===== src/rtl/onehot_mux_sync.sv =====
// AND-OR one-hot lane multiplexer with optional output register and a
// select-integrity monitor (multi-hot detect plus a sticky error flag).
module onehot_mux_sync #(
  parameter int N_INPUTS = 2,
  parameter int W_INPUT  = 32,
  parameter int REG_OUT  = 0
) (
  input  logic                          clk,
  input  logic                          rst_n,
  input  logic [N_INPUTS*W_INPUT-1:0]   in_i,
  input  logic [N_INPUTS-1:0]           sel_i,
  output logic [W_INPUT-1:0]            out_o,
  output logic                          sel_multi_o,
  output logic                          err_sticky_o,
  input  logic                          err_clr_i
);

  logic [W_INPUT-1:0] lane_masked [N_INPUTS];
  logic [W_INPUT-1:0] mux_c;
  logic               seen_one;
  logic               multi_c;
  logic               err_sticky_q;
  logic               err_sticky_d;

  generate
    for (genvar gi = 0; gi < N_INPUTS; gi++) begin : g_lane
      assign lane_masked[gi] = {W_INPUT{sel_i[gi]}} & in_i[gi*W_INPUT +: W_INPUT];
    end
  endgenerate

  // Plain OR of masked lanes: multi-hot selects merge rather than prioritise.
  always_comb begin
    mux_c = '0;
    for (int i = 0; i < N_INPUTS; i++) begin
      mux_c = mux_c | lane_masked[i];
    end
  end

  always_comb begin
    seen_one = 1'b0;
    multi_c  = 1'b0;
    for (int i = 0; i < N_INPUTS; i++) begin
      if (sel_i[i]) begin
        if (seen_one) begin
          multi_c = 1'b1;
        end
        seen_one = 1'b1;
      end
    end
  end

  assign sel_multi_o = multi_c;

  // Clear has priority over a simultaneous new error.
  always_comb begin
    err_sticky_d = err_sticky_q;
    if (err_clr_i) begin
      err_sticky_d = 1'b0;
    end else if (multi_c) begin
      err_sticky_d = 1'b1;
    end
  end

  always_ff @(posedge clk or negedge rst_n) begin
    if (!rst_n) begin
      err_sticky_q <= 1'b0;
    end else begin
      err_sticky_q <= err_sticky_d;
    end
  end

  assign err_sticky_o = err_sticky_q;

  generate
    if (REG_OUT != 0) begin : g_reg_out
      logic [W_INPUT-1:0] out_q;
      logic [W_INPUT-1:0] out_d;

      assign out_d = mux_c;

      always_ff @(posedge clk or negedge rst_n) begin
        if (!rst_n) begin
          out_q <= '0;
        end else begin
          out_q <= out_d;
        end
      end

      assign out_o = out_q;
    end else begin : g_comb_out
      assign out_o = mux_c;
    end
  endgenerate

endmodule


===== config.mk =====
export PLATFORM = sky130hd
export DESIGN_NAME = onehot_mux_sync
export DESIGN_NICKNAME = d
export VERILOG_FILES = /design/src/rtl/onehot_mux_sync.sv
export SDC_FILE = /design/constraint.sdc
export NUM_CORES = 1
export LEC_CHECK = 0
export CAP_MARGIN = 25
export CORE_ASPECT_RATIO = 1.1
export CORE_UTILIZATION = 14
export DETAILED_ROUTE_END_ITERATION = 7
export PLACE_DENSITY = 0.8
export SETUP_SLACK_MARGIN = 0.4
export SLEW_MARGIN = 20
export SYNTH_ARGS = -nofsm -noshare
export SYNTH_HDL_FRONTEND = slang
export SYNTH_SLANG_ARGS = --single-unit
export TNS_END_PERCENT = 100

===== constraint.sdc =====
create_clock -name clk -period 0.8 [get_ports clk]
set_input_delay 0.08 -clock clk [delete_from_list [all_inputs] [get_ports clk]]
set_output_delay 0.08 -clock clk [all_outputs]
set_load 0.05 [all_outputs]

==> results of run 1 <==
-- Yosys cell counts --
master,instances
a21oi_1,1
nor2_1,1
a22o_1,32
buf_6,8
and2_1,1
dfrtp_1,1
-- layout make-up --
class,count,area share
sequential,1,0.0120
timing repair buffer,112,0.703
tap,33,0.0188
multi-input combinational,35,0.265
antenna,1,0.00114
-- per-stage QoR --
step | cells | power, W | area, um2 | util
2_1_floorplan | 44 | 0.000939 | 713 | -
3_3_place_gp | 175 | 0.00190 | 2080 | 0.749
3_5_place_dp | 175 | 0.00193 | 2080 | 0.749
4_1_cts | 179 | 0.00191 | 2130 | 0.768
5_1_grt | 182 | 0.00199 | 2190 | 0.789
6_report | 182 | 0.00193 | 2190 | 0.789
-- power by group through the flow --
stage	clock network [W]	logic [W]	registers (W)
2_1_floorplan	0	0.000869	0.0000694
4_1_cts	0	0.00185	0.0000598
3_5_place_dp	0	0.00187	0.0000596
3_3_place_gp	0	0.00184	0.0000594
5_1_grt	0.000000000167	0.00193	0.0000603
6_report	0.000000000167	0.00187	0.0000601
-- layer usage --
metal | global-route usage | part of all wire | up-vias
met4 | 0.0188 | 0.0051 | 0
met5 | 0 | 0 | -
met1 | 0.196 | 0.35 | 404
li1 | - | - | 410
met2 | 0.352 | 0.54 | 65
met3 | 0.0465 | 0.11 | 2
-- path summary, 6_finish.rpt --
path / start / end
max: sel_i[0] / out_o[13]
min: rst_n / err_sticky_o
max reg2reg: err_sticky_o / err_sticky_o
min reg2reg: err_sticky_o / err_sticky_o
max in group asynchronous: rst_n / err_sticky_o
min in group clk: err_clr_i / err_sticky_o
-- repair_timing --
item | in CTS | in global routing
gates cloned | 4 | 2
setup endpoints to repair | 35 | 35
pin swaps | 29 | 27
buffers inserted | 0 | 0
gates resized for setup | 76 | 1
-- logic make-up (layout without fill, tap and decap cells) --
group,count (synthesis),in the layout,synth area share
simple gates,2,2,0.0244
compound gates,33,33,0.695
buf+inv,8,112,0.220
other cells,0,1,0
flops,1,1,0.0610
==> flow_metrics.env, run 1 <==
export IMPL_cp_required_ns=0.72
export IMPL_worstPathArrival_ns=0.75
export IMPL_ctsHoldBuffers=0
export IMPL_finalSetupViolCount=32
export IMPL_yosysTopAreaCellShare=0.683
export IMPL_r2r_setup_slack_ns=0.10
export IMPL_postRouteAntennaNets=0
export IMPL_r2r_cells=2
export IMPL_worst_path_max_fanout=8
export IMPL_grt_pass1_wl_um=4280
export IMPL_drv_slew=0
export IMPL_layout_common_cells="dlygate4sd2_1 (65), buf_12 (40), a22o_4 (32), buf_16 (4), clkbuf_16 (2)"
export IMPL_tightest_slew_ns=0.103
export IMPL_yosysWarnings=0
export IMPL_syn_area_um2=410
export IMPL_power_share_combinational=0.969
export IMPL_synth_seq_cells=1
export IMPL_vias_per_cell=4.84
export IMPL_netlist_instances=44
export IMPL_hold_slack_ns=0.231
export IMPL_die_w_um=53.6
export IMPL_p_leak_nw=1.05
export IMPL_path_depth=4
export IMPL_cp_start_kind="input port"
export IMPL_yosysSeqAreaShare=0.0610
export IMPL_hold_viol=0
export IMPL_grt_use_total=0.181
export IMPL_p_int_w=0.00108
export IMPL_dr_pass1_iters=4
export IMPL_grt_start_max_net_pins=18
export IMPL_dr_total_vias=881
export IMPL_path_cells="buf_12, buf_12, a22o_4, buf_12"
export IMPL_io_buffers=102
export IMPL_failed_checks="setup timing"
export IMPL_p_per_area_nw_per_um2=879
export IMPL_hold_path_class="input port to asynchronous set/reset pin"
export IMPL_syn_nets=113
export IMPL_drc=0
export IMPL_max_stage_delay_ns=0.25
export IMPL_grt_pass1_vias=890
export IMPL_swShare=0.438
export IMPL_fp_dieArea_um2=3150
export IMPL_setup_ws_ns=-0.0342
export IMPL_maxCapViolations=0
export IMPL_io_pins=103
export IMPL_area_delta_synth_final_pct=434
export IMPL_layout_drive_gt1_share=0.547
export IMPL_relSlewSlack=0.931
export IMPL_largest_register_ff_count=1
export IMPL_die_height_um=58.8
export IMPL_timing_fmax_mhz=1200
export IMPL_syn_area_per_cell_um2=9.33
export IMPL_multi_input_area_um2=582
export IMPL_ir_drop_v=0.000632
export IMPL_crit_type="input port to output pin"
export IMPL_antenna_found_initial=1
export IMPL_clk_pin_slew_ns=0
export IMPL_final_setup_tns_ns=-0.849
export IMPL_cp_top_family="buffers and inverters"
export IMPL_regArea_um2=26.3
export IMPL_insertion_delay_ns=0
export IMPL_dp_hpwl_um=2260
export IMPL_synthTopCellsByArea="a22o_1 (68%), buf_6 (22%), dfrtp_1 (6.1%), and2_1 (1.5%), a21oi_1 (1.2%)"
export IMPL_power_frac_seq=0.031
export IMPL_final_common_cell="dlygate4sd2_1"
export IMPL_slowest_stage="a22o_4"
export IMPL_rsz0062_at_grt="yes"
export IMPL_wl_um=3120
export IMPL_wire_per_inst_um=17.1
export IMPL_p_switching_w=0.000843
export IMPL_critPathBufInv=3
export IMPL_fin_nets=219
export IMPL_fin_crit_sh=1.04
export IMPL_synth_largest_area_cell="a22o_1"
export IMPL_clkPwrFrac=0
export IMPL_overflow=0
export IMPL_coreArea_um2=2780
export IMPL_drt_initial_drc_count=1
export IMPL_rows=20
export IMPL_clock_skew_ns=0
export IMPL_critPathMostFrequentCell="buf_12"
export IMPL_start_util=0.148
export IMPL_crit_path_end_kind="output pin"
export IMPL_dp_slack_ns=-0.215
export IMPL_synthDistinctLibCells=6
export IMPL_outcome="finished, violations left"
export IMPL_fill_cells=195
export IMPL_fin_crit_ns=0.834
export IMPL_gp_congestion=0.670
(Power assumes the default switching activity.)
==> run 2: changes to the inputs <==
- CORE_AREA: unset -> 2 2 39 41
- CORE_ASPECT_RATIO: 1.1 -> unset
- CORE_UTILIZATION: 14 -> unset
- DIE_AREA: unset -> 0 0 41 43
- DONT_BUFFER_PORTS: unset -> 1
- PLACE_DENSITY: 0.8 -> 0.52
==> flow_metrics.env, run 2 (synthesis results as in run 1) <==
export IMPL_coreArea_um2=1380
export IMPL_finalSetupViolCount=0
export IMPL_start_util=0.297
export IMPL_dpl_instance_area_um2=636
export IMPL_rsz0062_at_grt="yes"
export IMPL_tightest_slew_ns=0.159
export IMPL_area_delta_synth_final_pct=55.8
export IMPL_worst_path_max_fanout=2
export IMPL_fill_cells=113
export IMPL_failed_checks="hold timing"
export IMPL_max_stage_delay_ns=0.39
export IMPL_outcome="finished, violations left"
export IMPL_hold_viol=1
export IMPL_diodes=0
export IMPL_grt_pass1_wl_um=1870
export IMPL_timing_fmax_mhz=1540
export IMPL_dr_pass1_iters=2
export IMPL_relSlewSlack=0.895
export IMPL_drt_initial_drc_count=1
export IMPL_crit_path_end_kind="flip-flop"
export IMPL_hold_slack_ns=-0.216
export IMPL_cp_required_ns=0.68
export IMPL_final_setup_tns_ns=0
export IMPL_clk_pin_slew_ns=0
export IMPL_die_w_um=41
export IMPL_p_per_area_nw_per_um2=1320
export IMPL_wl_um=1550
export IMPL_final_common_cell="a22o_4"
export IMPL_overflow=0
export IMPL_reg2reg_from="err_sticky_o"
export IMPL_drc=0
export IMPL_maxCapViolations=0
export IMPL_wire_per_inst_um=29.3
export IMPL_regArea_um2=26.3
export IMPL_drv_slew=0
export IMPL_crit_type="flip-flop to flip-flop"
export IMPL_grt_use_total=0.145
export IMPL_fin_crit_ns=0.649
export IMPL_ir_drop_v=0.000550
export IMPL_rows=14
export IMPL_dp_hpwl_um=1340
export IMPL_slowest_stage="dfrtp_2"
export IMPL_cp_start_kind="flip-flop"
export IMPL_insertion_delay_ns=0
export IMPL_clock_skew_ns=0
export IMPL_endpoint="err_sticky_o"
export IMPL_fin_area_um2=639
export IMPL_postRouteAntennaNets=0
export IMPL_fin_nets=108
export IMPL_startpoint="err_sticky_o"
export IMPL_p_leak_nw=0.267
export IMPL_path_cells="a21oi_2, nor2_1"
export IMPL_gp_congestion=0.724
export IMPL_r2r_cells=2
export IMPL_r2r_setup_slack_ns=0.15
export IMPL_grt_pass1_vias=392
export IMPL_io_buffers=0
export IMPL_dr_total_vias=431
export IMPL_vias_per_cell=8.13
export IMPL_largest_register_ff_count=1
export IMPL_fp_dieArea_um2=1760
export IMPL_multi_input_area_um2=582
export IMPL_r2r_end="err_sticky_o"
export IMPL_antenna_found_initial=0
export IMPL_worstPathArrival_ns=0.53
export IMPL_grt_start_max_net_pins=35
export IMPL_layout_drive_gt1_share=0.973
export IMPL_hold_path_class="input port to asynchronous set/reset pin"
export IMPL_fin_crit_sh=0.811
export IMPL_die_height_um=43
export IMPL_io_pins=103
[run 2: cell types whose count changed in the layout (fill, tap and decap cells not counted), moves of 2 or more]
cell	previous run	this run
dlygate4sd2_1	65	0
buf_12	40	0
buf_16	4	0
clkbuf_16	2	0
[run 2: layout make-up]
type / count / share of cell area
sequential: 1 / 0.0411
tap: 16 / 0.0313
timing repair buffer: 1 / 0.0176
multi-input combinational: 35 / 0.910
[run 2: routing by layer]
layer / vias up / track usage / share of wire
li1: 181 / - / -
met1: 197 / 0.142 / 0.30
met2: 53 / 0.291 / 0.54
met3: 0 / 0.0366 / 0.16
met4: 0 / 0 / 0
met5: - / 0 / 0
[run 2: worst min path at each step]
stage | cells after the start | start | to | slack, ns
5_1_grt | 0 | rst_n | err_sticky_o | -0.22
6_report | 0 | rst_n | err_sticky_o | -0.22
3_5_place_dp | 0 | rst_n | err_sticky_o | -0.22
4_1_cts | 0 | rst_n | err_sticky_o | -0.22
3_3_place_gp | 0 | rst_n | err_sticky_o | -0.22
2_1_floorplan | 0 | rst_n | err_sticky_o | -0.22
[run 2: repair_timing]
| action | 4_1_cts | 5_1_grt |
|---|---|---|
| pin swaps | 1 | 0 |
| setup endpoints to repair | 34 | 34 |
| buffers inserted | 0 | 0 |
| endpoints found under the hold margin | 1 | 1 |
| gates resized for setup | 1 | 0 |
[run 2: power by group]
group | leakage, nW | switching, W | internal [W]
combinational | 0.255 | 0.000526 | 0.000261
clock | 0 | 0 | 0
sequential | 0.0117 | 0.00000278 | 0.0000554
total | 0.267 | 0.000529 | 0.000316
[run 2: worst max-delay path: cells and delay by family (launching register included)]
| kind | cells | cell delay (ns) |
|---|---|---|
| and+or+nand+nor | 1 | 0.04 |
| DFF | 1 | 0.39 |
| AOI/OAI and AO/OA | 1 | 0.10 |
[run 2: through the flow]
| step | setup WS, ns | power, W | instances | hold WS [ns] | util |
|---|---|---|---|---|---|
| floorplan | 0.0180 | 0.000939 | 44 | -0.216 | - |
| detailed placement | 0.146 | 0.000847 | 53 | -0.216 | 0.459 |
| global placement | 0.149 | 0.000846 | 53 | -0.216 | 0.459 |
| global route | 0.114 | 0.000857 | 53 | -0.216 | 0.462 |
| finish | 0.151 | 0.000845 | 53 | -0.216 | 0.462 |
| CTS | 0.147 | 0.000849 | 53 | -0.216 | 0.462 |
